--- config.mk ---
export PLATFORM = sky130hd
export DESIGN_NAME = inst_fetch_issuer
export DESIGN_NICKNAME = d
export VERILOG_FILES = /design/src/rtl/inst_fetch_issuer.sv
export SDC_FILE = /design/constraint.sdc
export NUM_CORES = 1
export LEC_CHECK = 0
export ABC_AREA = 1
export BUFFER_PORTS_ARGS = -buffer_cell sky130_fd_sc_hd__clkbuf_2
export CAP_MARGIN = 25
export CORE_UTILIZATION = 51
export DETAILED_ROUTE_END_ITERATION = 12
export GPL_ROUTABILITY_DRIVEN = 0
export GPL_TIMING_DRIVEN = 0
export PLACE_DENSITY = 0.79
export SLEW_MARGIN = 25
export SYNTH_ARGS = -nofsm -noshare
export SYNTH_HDL_FRONTEND = slang
export SYNTH_SLANG_ARGS = --single-unit
--- constraint.sdc ---
create_clock -name clk -period 1.5 [get_ports clk]
set_input_delay 0.15 -clock clk [delete_from_list [all_inputs] [get_ports clk]]
set_output_delay 0.15 -clock clk [all_outputs]
set_load 0.05 [all_outputs]
--- src/rtl/inst_fetch_issuer.sv ---
// Purpose : fetches 16-bit instructions at the current PC and issues each one to
//           the interpreter as inst plus a 1-cycle start pulse, then waits for done.
// Latency : at least 4 cycles per instruction (FETCH, WAIT_MEM, ISSUE, EXEC).
// Backpressure: the interpreter throttles via done; a missing done for TIMEOUT cycles -> sticky error.
//
// Ports: clk/rst_n (sync, active-low); run level enable; prog_addr/prog_rd/prog_data
//        program memory (data valid the cycle after prog_rd); inst/start to the
//        interpreter, done/PC back from it; busy/halted/error status; issued count.
// Optional: define SINGLE_STEP_EN to add a 'step' input that gates each fetch on a
//           step rising edge (STEP_WAIT state between instructions).
module inst_fetch_issuer #(
    parameter logic [7:0] RESET_PC    = 8'h00,
    parameter logic [3:0] HALT_OPCODE = 4'hF,
    parameter int         TIMEOUT     = 64
) (
    input  logic        clk,
    input  logic        rst_n,
    input  logic        run,
`ifdef SINGLE_STEP_EN
    input  logic        step,
`endif
    output logic [7:0]  prog_addr,
    output logic        prog_rd,
    input  logic [15:0] prog_data,
    output logic [15:0] inst,
    output logic        start,
    input  logic        done,
    input  logic [7:0]  PC,
    output logic        busy,
    output logic        halted,
    output logic        error,
    output logic [15:0] issued
);

    localparam logic [2:0] S_IDLE      = 3'd0;
    localparam logic [2:0] S_FETCH     = 3'd1;
    localparam logic [2:0] S_WAIT_MEM  = 3'd2;
    localparam logic [2:0] S_ISSUE     = 3'd3;
    localparam logic [2:0] S_EXEC      = 3'd4;
    localparam logic [2:0] S_HALTED    = 3'd5;
    localparam logic [2:0] S_ERROR     = 3'd6;
    localparam logic [2:0] S_STEP_WAIT = 3'd7;

    // The counter starts at 0 on the first EXEC cycle; the error is taken when the
    // incremented value would reach TIMEOUT-1, i.e. TIMEOUT cycles after start.
    localparam int             TW       = (TIMEOUT > 2) ? $clog2(TIMEOUT) : 1;
    localparam logic [TW-1:0]  TMO_LAST = TW'(TIMEOUT - 2);

    logic [2:0]    state;
    logic [7:0]    pc;
    logic [TW-1:0] tmo_cnt;
    logic          done_q;
    logic          done_rise;

    assign done_rise = done & ~done_q;

`ifdef SINGLE_STEP_EN
    logic step_q;
    logic step_rise;
    assign step_rise = step & ~step_q;

    always_ff @(posedge clk) begin
        if (!rst_n) step_q <= 1'b0;
        else        step_q <= step;
    end
`endif

    always_ff @(posedge clk) begin
        if (!rst_n) begin
            state   <= S_IDLE;
            pc      <= RESET_PC;
            inst    <= 16'h0000;
            issued  <= 16'h0000;
            tmo_cnt <= '0;
            done_q  <= 1'b0;
        end else begin
            done_q <= done;
            case (state)
                S_IDLE: begin
`ifdef SINGLE_STEP_EN
                    if (run && step_rise) state <= S_FETCH;
`else
                    if (run) state <= S_FETCH;
`endif
                end
                S_FETCH: state <= S_WAIT_MEM;
                S_WAIT_MEM: begin
                    // HALT is never issued and leaves inst untouched.
                    if (prog_data[15:12] == HALT_OPCODE) begin
                        state <= S_HALTED;
                    end else begin
                        inst  <= prog_data;
                        state <= S_ISSUE;
                    end
                end
                S_ISSUE: begin
                    if (issued != 16'hFFFF) issued <= issued + 16'd1;
                    tmo_cnt <= '0;
                    state   <= S_EXEC;
                end
                S_EXEC: begin
                    // done wins over a timeout landing on the same cycle.
                    if (done_rise) begin
                        pc <= PC;
                        if (run) begin
`ifdef SINGLE_STEP_EN
                            state <= S_STEP_WAIT;
`else
                            state <= S_FETCH;
`endif
                        end else begin
                            state <= S_IDLE;
                        end
                    end else if (tmo_cnt == TMO_LAST) begin
                        state <= S_ERROR;
                    end else begin
                        tmo_cnt <= tmo_cnt + 1'b1;
                    end
                end
`ifdef SINGLE_STEP_EN
                S_STEP_WAIT: begin
                    if (!run)          state <= S_IDLE;
                    else if (step_rise) state <= S_FETCH;
                end
`endif
                S_HALTED: state <= S_HALTED;
                S_ERROR:  state <= S_ERROR;
                default:  state <= S_IDLE;
            endcase
        end
    end

    // prog_addr tracks pc, which is only rewritten from the interpreter's PC on done.
    assign prog_addr = pc;
    assign prog_rd   = (state == S_FETCH);
    assign start     = (state == S_ISSUE);
    assign busy      = (state == S_FETCH) || (state == S_WAIT_MEM) ||
                       (state == S_ISSUE) || (state == S_EXEC);
    assign halted    = (state == S_HALTED);
    assign error     = (state == S_ERROR);

endmodule

==> results of run 1 <==
-- worst max-delay path, delay by kind of cell (launching register included) --
kind / cells / cell delay, ns
simple gates: 5 / 0.59
flops: 1 / 0.38
buf+inv: 1 / 0.14
fa+ha+maj: 1 / 0.15
compound gates: 1 / 0.13
-- per-layer routing --
| layer | vias to the layer above | part of all wire | global-route usage |
|---|---|---|---|
| li1 | 1296 | - | - |
| met1 | 1149 | 0.47 | 0.288 |
| met2 | 80 | 0.46 | 0.372 |
| met3 | 7 | 0.061 | 0.0431 |
| met4 | 0 | 0.0089 | 0.0632 |
| met5 | - | 0 | 0 |
-- metrics by stage --
step           cells   util
5_1_grt          505  0.704
2_1_floorplan    351      -
6_report         505  0.704
3_3_place_gp     490  0.639
4_1_cts          499  0.668
3_5_place_dp     490  0.639
-- kinds of logic after synthesis --
kind of cell    count (synthesis)  share of synthesized area
buf+inv                        47                     0.0825
compound gates                 46                      0.112
simple gates                  199                      0.369
xor+xnor                        6                     0.0210
flops                          50                      0.400
fa+ha+maj                       3                     0.0150
-- repair_timing --
action                                 CTS  global route
cloned                                   0             1
pin swaps                                2             6
gates resized for setup                  8            32
endpoints found under the hold margin    0             0
setup buffers                            1             5
setup endpoints to repair               10            26
-- cells in the final DEF (no fill, tap or decap), drive strengths merged --
master,synthesis,layout
nand2,90,90
inv,36,36
nor3,9,9
o22ai,1,1
bufinv,0,1
o21ai,16,16
clkinv,1,1
dfxtp,50,50
buf,5,14
nand4,10,10
xnor2,3,3
nor2,60,60
nor3b,3,3
xor2,3,3
clkbuf,5,82
nand3,25,25
nand3b,1,1
a21oi,29,29
ha,3,3
or2,1,1
-- power breakdown --
group          internal (mW)  switching [mW]  total (mW)
Clock                  0.499           0.435       0.934
Combinational          0.184           0.391       0.575
Sequential              1.37          0.0494        1.42
-- registers in the layout, summed over array words and instances (netlist names) --
signal	cells
tmo_cnt	6
issued	16
prog_addr	8
state	3
inst	16
done_q	1
-- worst paths after layout --
kind,from,end,cells after the start
worst max register to register,issued[0]$_SDFFE_PN0P_,issued[4]$_SDFFE_PN0P_,8
worst max-delay path,issued[0]$_SDFFE_PN0P_,issued[4]$_SDFFE_PN0P_,8
worst min-delay path,done,done_q$_SDFF_PN0_,3
worst min register to register,inst[0]$_SDFFE_PN0P_,inst[0]$_SDFFE_PN0P_,2
-- final cells by class --
type | instances | area share
buffer | 10 | 0.0199
clock buffer | 7 | 0.0230
clock inverter | 1 | 0.00903
inverter | 37 | 0.0437
multi-input combinational | 254 | 0.431
sequential | 50 | 0.315
tap | 67 | 0.0252
timing repair buffer | 79 | 0.133
==> results.py, run 1 <==
metrics = {
    "floorplan": {
        "start_util": 0.530,
        "die_h_um": 72.0,
        "io_pins": 73,
        "rows": 25,
        "coreArea_um2": 4720,
        "die-area_um2": 5190,
        "fp.dieW_um": 72.0,
    },
    "yosys": {
        "synth.largest_area_cell": "dfxtp_1",
        "synth_common_cells": "nand2_1 (73), nor2_1 (56), dfxtp_1 (50)",
        "yosys_register_bits": 50,
        "synthCells": 351,
        "synth.net_count": 382,
        "synth_cell_types": 30,
        "ys_async_sr_fraction": 0,
        "netlist_top_cells_area": "dfxtp_1 (40%), nand2_1 (11%), nor2_1 (8.4%)",
        "ys_seq_area_frac": 0.400,
        "synth_top_area_frac": 0.400,
        "synth.most_common_cell": "nand2_1",
        "syn_area_um2": 2500,
        "avgSynthCellArea_um2": 7.13,
        "synth_edf_count": 0,
        "ys.flop_type": "dfxtp_1",
        "yosysWarnings": 0,
    },
    "finish": {
        "layout-drive-gt1-share": 0.386,
        "final-seq-area_um2": 1050,
        "area_growth_pct": 32.9,
        "multi_input_area_um2": 1430,
        "n_antenna_cell": 0,
        "fillCellCount": 395,
        "fin_nets": 468,
        "stdcell_area_um2": 3320,
    },
    "global_routing": {
        "grt_pass1_vias": 2157,
        "grt-ovfl-total": 0,
        "grt_max_degree": 15,
        "grt_use_total": 0.221,
        "grt_pass1_wl_mm": 9.19,
        "antenna_found_initial": 0,
    },
    "timing": {
        "period_share": 0.983,
        "post-route-min-period_ns": 1.47,
        "worstMarginPinSlew_ns": 0.650,
        "layout_setup_ws_ns": 0.0260,
        "rsz0062_at_grt": "true",
        "skew_ns": 0.00959,
        "relSlewSlack": 0.567,
        "whs_ns": 0.0382,
        "final-max-slew-violation-count": 0,
        "tns_ns": 0,
        "clock.fmax_mhz": 678,
        "finalHoldViolations": 0,
        "finalSetupViolCount": 0,
    },
    "placed_design": {
        "portBuffers": 72,
        "dpl.hpwl_mm": 4.20,
        "placed_cell_area_um2": 3020,
        "dp_slack_ns": 0.00747,
    },
    "power_and_ir_drop": {
        "total_power_mw": 2.93,
        "peakVddDrop_mv": 0.461,
        "powerDensity_nw_per_um2": 880,
        "leakage_nw": 1.44,
    },
    "clock_tree": {
        "clock-sinks": 50,
        "clkTransAtPathRegs_ns": 0.09,
        "clk_path_buf_depth": 2,
        "htreeDepth": 2,
        "cts_hold_buf": 0,
        "cts_buffers": 5,
        "clock-root-buffer": "clkbuf_8",
        "clock_latency_ns": 0.31,
        "tritoncts": "yes",
    },
    "worst_setup_path": {
        "worst_ep_arrival_time_ns": 1.71,
        "startpoint_type": "flip-flop",
        "cp-end-kind": "flip-flop",
        "slowest_delay_ns": 0.38,
        "required_ns": 1.73,
        "cpMostUsedCell": "nand2_4",
        "worstPathCellList": "ha_4, nand3_4, nor3_4, nand2_4, nand2_4, buf_8, nand2_2, a21oi_2",
        "reg2reg_slack_ns": 0.03,
        "critPathSlowestCell": "dfxtp_4",
        "crit_type": "reg2reg",
        "crit_fanout": 5,
    },
    "routing": {
        "via_count": 2532,
        "wl_per_cell_um": 11.7,
        "drt_wl_total_mm": 5.93,
        "drt_iter0_markers": 131,
        "ant_nets": 0,
        "drc": 0,
        "viasPerCell": 5.01,
        "drt_first_pass_iters": 4,
    },
    "flow_run": {
        "cap_violations": 0,
    },
    "worst_hold_path": {
        "hp-class": "in2reg",
    },
    "status": {
        "outcome": "finished, final reports clean",
    },
}
Power figures use the tool's default switching activity.
==> inputs of run 2 (changes only) <==
- HOLD_SLACK_MARGIN: not set -> 0.15
==> run 2 against run 1 <==
Against the previous run:
- total power increased by 2.2%
- highest routed layer unchanged
- largest power group unchanged
- largest cell class unchanged
- via count increased by 6.0%
- clock power about the same
- critical path type is now reg2out
- non-clock buffer count increased by 27
- design area increased by 7.8%
- worst hold slack improved by 0.14 ns
- die area unchanged
==> results.py, run 2 (synthesis results as in run 1) <==
metrics = {
    "status": {
        "outcome": "finished, final reports clean",
    },
    "floorplan": {
        "die_h_um": 72.0,
        "fp.dieW_um": 72.0,
        "coreArea_um2": 4720,
        "rows": 25,
        "start_util": 0.530,
        "die-area_um2": 5190,
        "io_pins": 73,
    },
    "worst_setup_path": {
        "cp-end-kind": "output port",
        "worst_ep_arrival_time_ns": 1.32,
        "critPathSlowestCell": "dfxtp_4",
        "worstPathCellList": "inv_4, nor3_2, buf_2",
        "reg2reg_from": "issued[0]$_SDFFE_PN0P_",
        "startpoint_type": "flip-flop",
        "reg2reg_slack_ns": 0.03,
        "reg2reg_to": "issued[1]$_SDFFE_PN0P_",
        "crit_fanout": 4,
        "crit_type": "reg2out",
        "slowest_delay_ns": 0.41,
        "rr_worst_depth": 8,
        "required_ns": 1.35,
    },
    "placed_design": {
        "placed_cell_area_um2": 3020,
        "dpl.hpwl_mm": 4.20,
        "portBuffers": 72,
    },
    "routing": {
        "ant_nets": 0,
        "via_count": 2683,
        "viasPerCell": 5.04,
        "drt_iter0_markers": 99,
        "drt_wl_total_mm": 6.73,
        "wl_per_cell_um": 12.6,
        "drc": 0,
        "drt_first_pass_iters": 4,
    },
    "worst_hold_path": {
        "hp-class": "in2reg",
        "holdPathEnd": "inst[4]$_SDFFE_PN0P_",
        "holdPathStages": 3,
        "min_from": "rst_n",
    },
    "power_and_ir_drop": {
        "powerDensity_nw_per_um2": 834,
        "leakage_nw": 1.56,
        "peakVddDrop_mv": 0.483,
    },
    "timing": {
        "skew_ns": 0.00636,
        "final-max-slew-violation-count": 0,
        "post-route-min-period_ns": 1.47,
        "relSlewSlack": 0.569,
        "finalHoldViolations": 0,
        "clock.fmax_mhz": 679,
        "period_share": 0.982,
        "rsz0062_at_grt": "true",
        "worstMarginPinSlew_ns": 0.646,
        "finalSetupViolCount": 0,
    },
    "global_routing": {
        "grt-ovfl-total": 0,
        "antenna_found_initial": 0,
        "grt_max_degree": 15,
        "grt_pass1_wl_mm": 10.4,
        "grt_use_total": 0.250,
        "grt_pass1_vias": 2453,
    },
    "clock_tree": {
        "cts_buffers": 5,
        "clock-sinks": 50,
        "tritoncts": "yes",
        "clock_latency_ns": 0.30,
        "clk_path_buf_depth": 2,
        "htreeDepth": 2,
        "clock-root-buffer": "clkbuf_8",
        "clkTransAtPathRegs_ns": 0.08,
    },
    "finish": {
        "layout-drive-gt1-share": 0.372,
        "area_growth_pct": 43.3,
        "layout_common_cells": "clkbuf_2 (69), nand2_1 (62), nor2_1 (52), dfxtp_1 (31), inv_1 (29)",
        "layout.cells.most_common": "clkbuf_2",
        "fin_nets": 495,
        "final_util": 0.759,
        "stdcell_area_um2": 3580,
        "n_antenna_cell": 0,
    },
    "flow_run": {
        "cap_violations": 0,
    },
}
==> run 2: changes by cell type in the layout (fill, tap and decap cells not counted), sizes merged <==
cell,delta
dlygate4sd3,+25
buf,+2
==> run 2: area by class of cell <==
class / count / area (um2)
repair buffers: 106 / 708
multi-input cells: 254 / 1430
fillers: 357 / 1140
plain buffers: 10 / 66.3
clock inverters: 1 / 30.0
well taps: 67 / 83.8
flip-flops and latches: 50 / 1050
inverters: 37 / 145
clock buffers: 7 / 76.3
==> run 2: through the flow <==
step / hold WS, ns / TNS [ns] / worst slack (ns) / cells / power, mW
CTS: 0.177 / 0 / 0.00584 / 524 / 2.97
global route: 0.191 / -0.514 / -0.0575 / 532 / 3.09
global placement: 0.346 / 0 / 0.0237 / 490 / 1.97
floorplan: 0.243 / -0.0505 / -0.0477 / 351 / 1.84
finish: 0.182 / 0 / 0.0276 / 532 / 2.99
detailed placement: 0.351 / 0 / 0.00747 / 490 / 1.98
==> run 2: layer usage <==
metal	global-route usage	wire, um	vias to the layer above
met5	0	0	-
met3	0.0528	322	9
li1	-	-	1349
met1	0.298	2950	1238
met4	0.0632	72	0
met2	0.456	3390	87
==> run 2: how the worst max path moves through the flow <==
stage,startpoint,to,slack (ns),depth (start not counted)
after CTS,state[2]$_SDFFE_PN0P_,busy,0.006,6
after detailed placement,issued[0]$_SDFFE_PN0P_,issued[4]$_SDFFE_PN0P_,0.007,8
after global routing,issued[0]$_SDFFE_PN0P_,issued[14]$_SDFFE_PN0P_,-0.06,8
after floorplan,state[0]$_SDFFE_PN0P_,busy,-0.05,4
after global placement,state[0]$_SDFFE_PN0P_,prog_addr[1]$_SDFFE_PN0P_,0.02,6
final,state[0]$_SDFFE_PN0P_,halted,0.03,3
==> run 2: critical path, delay by kind of cell (launching register included) <==
kind	cells	cell delay, ns
simple gates	1	0.24
buf+inv	2	0.37
flops	1	0.41
==> run 2: where the power goes <==
part           switching [mW]  internal, mW
combinational           0.408         0.227
clock                   0.436         0.499
sequential             0.0507          1.37
==> run 2: timing repair <==
| item | in CTS | in global routing |
|---|---|---|
| pin swaps | 2 | 6 |
| setup endpoints to repair | 10 | 27 |
| cloned | 0 | 1 |
| hold endpoints to repair | 25 | 0 |
| hold buffers | 25 | 0 |
| resized for setup | 8 | 32 |
| setup buffers | 1 | 7 |
